--- src/rtl/mux4_rr_arbiter_if.sv ---
// Bundle of source-side and downstream-side signals around the
// round-robin arbiter for a shared 4:1 data mux.
interface mux4_rr_arbiter_if #(
    parameter int DW = 8
);
    logic [3:0]      req;
    logic [3:0]      last;
    logic [4*DW-1:0] din;
    logic [3:0]      gnt;
    logic [3:0]      src_ready;
    logic [1:0]      sel;
    logic            out_valid;
    logic [DW-1:0]   out_data;
    logic            out_last;
    logic            out_ready;
    logic            busy;
    logic            err;

    modport slave (
        input  req, last, din, out_ready,
        output gnt, src_ready, sel, out_valid,
        output out_data, out_last, busy, err
    );

    modport master (
        output req, last, din, out_ready,
        input  gnt, src_ready, sel, out_valid,
        input  out_data, out_last, busy, err
    );
endinterface

--- src/rtl/mux4_rr_arbiter.sv ---
// Round-robin arbiter/sequencer for a 4:1 packet mux; the grant is
// locked per packet and a watchdog releases a stalled source.
module mux4_rr_arbiter #(
    parameter int DW      = 8,
    parameter int TIMEOUT = 16
) (
    input  logic clk,
    input  logic rst_n,
    mux4_rr_arbiter_if.slave bus
);
    localparam int WW = (TIMEOUT > 0) ? $clog2(TIMEOUT + 1) : 1;

    typedef enum logic {IDLE, GRANT} state_t;

    state_t        state, state_n;
    logic [3:0]    gnt, gnt_n;
    logic [1:0]    sel, sel_n;
    logic [1:0]    ptr, ptr_n;
    logic [WW-1:0] wd_cnt, wd_n;
    logic          err, err_n;
    logic [1:0]    pick;
    logic [1:0]    idx;
    logic          xfer;
    logic          wd_fire;

    // Scan downward so the lowest offset from ptr wins.
    always_comb begin
        pick = ptr;
        idx  = ptr;
        for (int i = 3; i >= 0; i--) begin
            idx = ptr + 2'(i);
            if (bus.req[idx]) pick = idx;
        end
    end

    assign xfer    = (state == GRANT) & bus.req[sel] & bus.out_ready;
    assign wd_fire = (TIMEOUT != 0) && (state == GRANT)
                     && (wd_cnt == WW'(TIMEOUT));

    always_comb begin
        state_n = state;
        gnt_n   = gnt;
        sel_n   = sel;
        ptr_n   = ptr;
        wd_n    = wd_cnt;
        err_n   = 1'b0;
        unique case (state)
            IDLE: begin
                wd_n = '0;
                if (bus.req != 4'b0) begin
                    sel_n   = pick;
                    gnt_n   = 4'b0001 << pick;
                    state_n = GRANT;
                end
            end
            GRANT: begin
                if (wd_fire) begin
                    state_n = IDLE;
                    gnt_n   = 4'b0;
                    ptr_n   = sel + 2'd1;
                    wd_n    = '0;
                    err_n   = 1'b1;
                end else if (xfer && bus.last[sel]) begin
                    state_n = IDLE;
                    gnt_n   = 4'b0;
                    ptr_n   = sel + 2'd1;
                    wd_n    = '0;
                end else if (bus.req[sel] || TIMEOUT == 0) begin
                    wd_n = '0;
                end else begin
                    wd_n = wd_cnt + WW'(1);
                end
            end
            default: state_n = IDLE;
        endcase
    end

    always_ff @(posedge clk or negedge rst_n) begin
        if (!rst_n) begin
            state  <= IDLE;
            gnt    <= 4'b0;
            sel    <= 2'd0;
            ptr    <= 2'd0;
            wd_cnt <= '0;
            err    <= 1'b0;
        end else begin
            state  <= state_n;
            gnt    <= gnt_n;
            sel    <= sel_n;
            ptr    <= ptr_n;
            wd_cnt <= wd_n;
            err    <= err_n;
        end
    end

    assign bus.gnt       = gnt;
    assign bus.sel       = sel;
    assign bus.err       = err;
    assign bus.busy      = (state == GRANT);
    assign bus.out_valid = (state == GRANT) & bus.req[sel];
    assign bus.out_last  = (state == GRANT) & bus.last[sel];
    assign bus.out_data  = bus.din[sel*DW +: DW];
    assign bus.src_ready = gnt & {4{bus.out_ready & (state == GRANT)}};
endmodule

--- src/flat_wrapper.sv ---
// flat-port wrapper written by rule: the top's interface ports become plain ports
module mux4_rr_arbiter_flat 
#(
    parameter int DW      = 8,
    parameter int TIMEOUT = 16
)
  (clk, rst_n, bus_req, bus_last, bus_din, bus_out_ready, bus_gnt, bus_src_ready, bus_sel, bus_out_valid, bus_out_data, bus_out_last, bus_busy, bus_err);
  mux4_rr_arbiter_if #(.DW(DW)) bus_i ();
  input  logic clk;
  input  logic rst_n;
  input wire logic [$bits(bus_i.req)-1:0] bus_req;
  input wire logic [$bits(bus_i.last)-1:0] bus_last;
  input wire logic [$bits(bus_i.din)-1:0] bus_din;
  input wire logic [$bits(bus_i.out_ready)-1:0] bus_out_ready;
  output wire logic [$bits(bus_i.gnt)-1:0] bus_gnt;
  output wire logic [$bits(bus_i.src_ready)-1:0] bus_src_ready;
  output wire logic [$bits(bus_i.sel)-1:0] bus_sel;
  output wire logic [$bits(bus_i.out_valid)-1:0] bus_out_valid;
  output wire logic [$bits(bus_i.out_data)-1:0] bus_out_data;
  output wire logic [$bits(bus_i.out_last)-1:0] bus_out_last;
  output wire logic [$bits(bus_i.busy)-1:0] bus_busy;
  output wire logic [$bits(bus_i.err)-1:0] bus_err;
  assign bus_i.req = bus_req;
  assign bus_i.last = bus_last;
  assign bus_i.din = bus_din;
  assign bus_i.out_ready = bus_out_ready;
  assign bus_gnt = bus_i.gnt;
  assign bus_src_ready = bus_i.src_ready;
  assign bus_sel = bus_i.sel;
  assign bus_out_valid = bus_i.out_valid;
  assign bus_out_data = bus_i.out_data;
  assign bus_out_last = bus_i.out_last;
  assign bus_busy = bus_i.busy;
  assign bus_err = bus_i.err;
  mux4_rr_arbiter #(.DW(DW), .TIMEOUT(TIMEOUT)) u_core (.clk(clk), .rst_n(rst_n), .bus(bus_i));
endmodule
--- config.mk ---
export PLATFORM = sky130hd
export DESIGN_NAME = mux4_rr_arbiter_flat
export DESIGN_NICKNAME = d
export VERILOG_FILES = /design/src/rtl/mux4_rr_arbiter_if.sv /design/src/rtl/mux4_rr_arbiter.sv /design/src/flat_wrapper.sv
export SDC_FILE = /design/constraint.sdc
export NUM_CORES = 1
export LEC_CHECK = 0
export ABC_AREA = 1
export CAP_MARGIN = 30
export CORE_MARGIN = 2
export CORE_UTILIZATION = 42
export DETAILED_ROUTE_END_ITERATION = 16
export HOLD_SLACK_MARGIN = 0.12
export PLACE_DENSITY = 0.91
export SLEW_MARGIN = 5
export SYNTH_ARGS = -nofsm -noshare
export SYNTH_HDL_FRONTEND = slang
export SYNTH_SLANG_ARGS = --single-unit
--- constraint.sdc ---
create_clock -name clk -period 2.3 [get_ports clk]
set_input_delay 0.23 -clock clk [delete_from_list [all_inputs] [get_ports clk]]
set_output_delay 0.23 -clock clk [all_outputs]
set_load 0.01 [all_outputs]
# Word level (Yosys, flattened, before mapping)
# Index checks and enable logic that the tools add are counted.
# totals
register_bits	15
output_inout_bits	22
elab_cells	66
# classes
addsub	5
n_lt_le_gt_ge	5
n_eq_ne	3
shift	2
muxes	32
bitwise	6
reduce_logical	7
# ops
operator	n
variable part select 32 x 6 -> 8 bit	1
less-than comparator 2 x 3 -> 1 bit, second input constant	5
two-way mux 5 bit	3
binary-select mux 1 bit (select 2 bit)	6
two-way mux 2 bit	6
two-way mux 4 bit	3
two-way mux 1 bit	11
case mux 5 bit (2 select lines)	1
case mux 4 bit (2 select lines)	1
AND reduction 2 bit	3
adder 5 x 1 -> 5 bit, second input constant	1
equality test 5 bit, second input constant	1
adder 2 x 1 -> 2 bit, second input constant	2
adder 2 bit, second input constant	2
AND 1 bit	4
AND 4 bit	1
nonzero test 4 bit	1
left shift 1 x 2 -> 4 bit, first input constant	1
!= test 3 bit, second input constant	1
logical AND 1 bit	2
!= test 2 x 1 -> 1 bit, second input constant	1
case mux 1 bit (2 select lines)	1
nonzero test 2 bit	1
inverter 1 bit	1

# Logic depth before layout (Yosys ltp)
# logic_depth
word_depth	10
ltp_mapped	13
depth_no_buf	12

# Worst setup path before layout
# No wires, ideal clock.
# synth_path
path_type	register to output
startpoint	register u_core.sel[0], in the netlist u_core.bus.sel[0]
endpoint	output bus_out_data[7]
arrival_ns	1.230
t_required_ns	2.070
setup_slack_ns	0.840
stages_incl_launch_ff	6
path_cell_list	dfrtp_1 > inv_2 > buf_6 > clkbuf_1 > o21ai_0 > o22ai_1
# synth_between
elab_chain_len	1
# synth_lines
element	line	text
start, declared	mux4_rr_arbiter.sv:17	logic [1:0] sel, sel_n;
start signal, assigned	mux4_rr_arbiter.sv:89	sel <= sel_n;
variable part select 32 x 6 -> 8 bit	mux4_rr_arbiter.sv:102	assign bus.out_data = bus.din[sel*DW +: DW];
end, declared	flat_wrapper.sv:19	output wire logic [$bits(bus_i.out_data)-1:0] bus_out_data;
# No other way between the ends.

# Worst setup path after layout
# layout_path
startpoint	register u_core.sel[1], in the netlist u_core.bus.sel[1]
endpoint	output bus_out_valid
# layout_between
elab_chain_len	3
# layout_lines
element	line	text
binary-select mux 1 bit (select 2 bit)	mux4_rr_arbiter.sv:100	assign bus.out_valid = (state == GRANT) & bus.req[sel];
two-way mux 1 bit (not written as such)	mux4_rr_arbiter.sv:100	
AND 1 bit	mux4_rr_arbiter.sv:100	
end, declared	flat_wrapper.sv:18	output wire logic [$bits(bus_i.out_valid)-1:0] bus_out_valid;
# No other way between the ends. The select of a mux whose other input is x is not followed.

==> reports/results.txt <==
The run finished with clean final reports. The total power per unit cell area is 1080 nW/um^2, and the max-slew violation count is 0. Internal power comes to 1.07 mW. The critical path contains buffers and inverters numbering 2 combined.

The number of buffer cells added on primary ports is 64, and the final routed wire length divided by cell count is 11.4 um. After detailed routing, the number of vias per cell comes to 5.08. Synthesis instantiated 23 different standard cells from the library.

The element type at the critical path start is a flip-flop. The number of endpoints with negative hold slack in the final report was 0; the TritonCTS buffer count was 3. STA classifies the critical path endpoint as a primary output. The first global-routing pass estimated 5.42 mm of wire. Cells with a size suffix above 1 make up 6.23% of the layout.

The run gives 0.00126 ns as the worst-case clock skew. TritonCTS built the clock tree. The pre-antenna-repair detailed-routing pass consisted of 4 iterations.

The share of the synthesized area in the top cell type came out at 31.1%. The startpoint identified for the worst register-to-register timing path is u_core.ptr[0]$_DFFE_PN0P_. The die covers 3320 sq um.

Entering global routing, the biggest net connects 22 pins. Clock-pin slew was measured on the worst setup and hold paths at 0.08 ns. Ranked by instance count, the synthesized netlist is headed by nand2_1, nor2_1, o21ai_0. In this run, flip-flops and latches consume 23.2% of the power. Relative max-transition margin: 56.0%. Sorting the synthesized cells by area gives the leading types as dfrtp_1, nand2_1, nor2_1.

The clock period minus final worst setup slack was 2.12 ns; the growth of design area from synthesis to finish was 56.6%. The run gives 288 as the number of cells in the finished layout apart from fillers. The actual slew at the worst max-slew pin is 0.658 ns. The clock network burns 7.0% of the power. The synthesized netlist occupies a cell area of 1210 sq um. The finished cells cover 1890 sq um.

In this run the critical register-to-register path is captured at u_core.bus.sel[0]$_DFFE_PN0P_. The post-route fraction of the period consumed by the critical path was 92.3%. Final standard cell utilization of the core: 69.2%. The logs give 39 for the DRC violation total after the first TritonRoute iteration and 65 for the total I/O pin count.

For this design the total switching power over the nets is 968 uW. The run gives 44.2% as the effective utilization at floorplan. After layout, the design draws a total of 2.04 mW. The leading register cell type out of synthesis was dfrtp_1. Synthesis handed over a netlist of 193 instances. Of the total power, the share spent switching nets is 47.4%. Yosys mapped a number of flops with a built-in enable equal to 0. The startpoint-to-endpoint class of the critical path was reg2out. Broken down by cell family, the worst path's largest delay share belongs to buffers and inverters. The async set-reset flop share out of synthesis works out to 100%. Adding up every negative setup slack in the final design gives 0 ns. For the total global routing overflow, the log shows 0.

The tools report the vias after detailed routing as 1463. Walking the worst path, the cells encountered are a21oi_1 -> o21ai_0 -> nand2_1 -> inv_1 -> nor2_1 -> clkdlybuf4s50_1. The run gives 1.89 ns as the signal arrival time at the worst endpoint. The post-synthesis register bit count was 15.

Class of the most critical hold timing path: in2async. For the count of endpoints failing setup in the final report, the log shows 0. The tree built by TritonCTS fans out to 15 sinks. The later pin in the worst-skew pair is clocked with a latency of 0.27 ns. The tools report the sequential cell area fraction in the yosys report as 31.1%.

At the end of routability-driven placement, the weighted congestion stood at 0.931. The horizontal die dimension is 57.6 um. Combinational logic burns 69.8% of the power.

The tool flagged a number of max-cap violations equal to 0. The worst hold slack was 0.355 ns; the H-tree level count was 1. Slowest cell on the critical path: clkdlybuf4s50_1. Timing analysis after detailed placement gives a worst setup slack of 0.234 ns. The logs give 0 for the initial antenna violation count and 0 for the total of warnings raised by yosys.

The via count of the first global-routing pass is 1349. The placed cell area was 1860 sq um; the delay of the slowest cell on the worst path was 0.55 ns. The logs give 303 for the number of nets in the finished design and 0.471 GHz for the highest clock frequency the design can meet. The required arrival time at the worst endpoint was 2.07 ns; the count of cells along the worst register-to-register path was 11. Setup repair after global routing left no endpoint under its margin. The net count after synthesis was 238; the top fanout value on the critical path was 15. Detailed placement finished with a half-perimeter wire length of 2.59 mm. The analysis attributes to cell leakage a power of 0.894 nW.

The setup slack of the most critical reg-to-reg path came out at 0.70 ns. The leading cell type by number of instances after synthesis was nand2_1. The number of antenna diodes in the final layout is 0. In this run the core area contains 19 standard-cell rows.

The wire length reported by the detailed router came out at 3.27 mm. The clock tree root buffer cell is clkbuf_4. The overall die height is 57.6 um, and the count of unresolved DRC violations after routing is 0. The worst-case IR drop observed on VDD is 0.821 mV. In this run, placement finished with an instance count of 284.

The logs give 0 for the post-route antenna net violation count and 0 for the number of buffers added to fix hold violations after cts. The mean post-synth cell area is 6.26 sq um. The longest clock path from root to sink contains 2 buffers.

The core region is 2730 sq um. Largest area contributor in the netlist: dfrtp_1. The fill cell total of the finished layout is 227, and the combined global-route utilization of all metal layers is 20.5%.

Setup slack of the critical path after layout: 0.177 ns.
## how the worst max path moves through the flow
stage                                       start              end  slack [ns]  depth (start not counted)
detailed placement                     bus_req[1]    bus_out_valid        0.23                          8
global route        u_core.bus.sel[0]$_DFFE_PN0P_  bus_out_data[2]        0.06                          4
finish              u_core.bus.sel[1]$_DFFE_PN0P_    bus_out_valid        0.18                          6
floorplan           u_core.bus.sel[0]$_DFFE_PN0P_  bus_out_data[7]        0.84                          5
CTS                 u_core.bus.sel[1]$_DFFE_PN0P_  bus_out_data[6]        0.07                          4
global placement                       bus_req[1]    bus_out_valid        0.25                          8
## kinds of logic (layout without fill, tap and decap cells)
group	after synthesis	count (layout)	share of synthesized area [%]
adder cells (fa/ha/maj)	2	2	2.07
XOR/XNOR	3	3	2.17
buffers and inverters	30	94	10.8
flip-flops	15	15	31.1
AO/OA/AOI/OAI	40	40	18.3
AND/OR/NAND/NOR	103	103	35.6
## timing repair
action,4_1_cts,5_1_grt
hold endpoints to repair,0,0
buffers inserted,0,0
endpoints found under the setup margin,0,8
gates resized for setup,0,4
## power by group through the flow
stage                     clock network, mW  logic, mW  registers (mW)
after global routing                  0.160       1.58           0.489
after floorplan                           0      0.896           0.435
after CTS                             0.148       1.43           0.465
after detailed placement                  0       1.42           0.469
final                                 0.144       1.42           0.473
after global placement                    0       1.39           0.468
## per-layer routing
| layer | routed length [um] | global-route usage (%) |
|---|---|---|
| met1 | 1330 | 22.3 |
| met2 | 1660 | 38.6 |
| met3 | 218 | 3.79 |
| met4 | 64 | 8.64 |
| met5 | 0 | 0 |
## worst register-to-register path, delay by kind of cell, from the launching register on
kind / cells / cell delay [ns]
simple gates: 9 / 0.79
flops: 1 / 0.53
buf+inv: 2 / 0.18
## cell type report
type                       count  area (sq um)  share of cell area, %
multi-input combinational    148           703                   37.1
timing repair buffer          66           656                   34.6
sequential                    15           377                   19.9
inverter                      24          92.6                   4.89
tap                           31          38.8                   2.05
clock buffer                   4          26.3                   1.39
## flip-flops by register name, indices dropped and copies added, names as in the netlist
signal,count
u_core.bus.busy,1
u_core.bus.gnt,4
u_core.wd_cnt,5
u_core.ptr,2
u_core.bus.err,1
u_core.bus.sel,2
## cells in the final DEF, fill, tap and decap left out, drive strengths merged, types with 3 or more instances in the layout
master / netlist / final
a21oi: 5 / 5
clkbuf: 2 / 4
clkdlybuf4s50: 0 / 64
dfrtp: 15 / 15
inv: 24 / 24
nand2: 54 / 54
nand3: 9 / 9
nand4: 3 / 3
nor2: 35 / 35
o21ai: 24 / 24
o22ai: 8 / 8
Power figures use the tool's default switching activity.
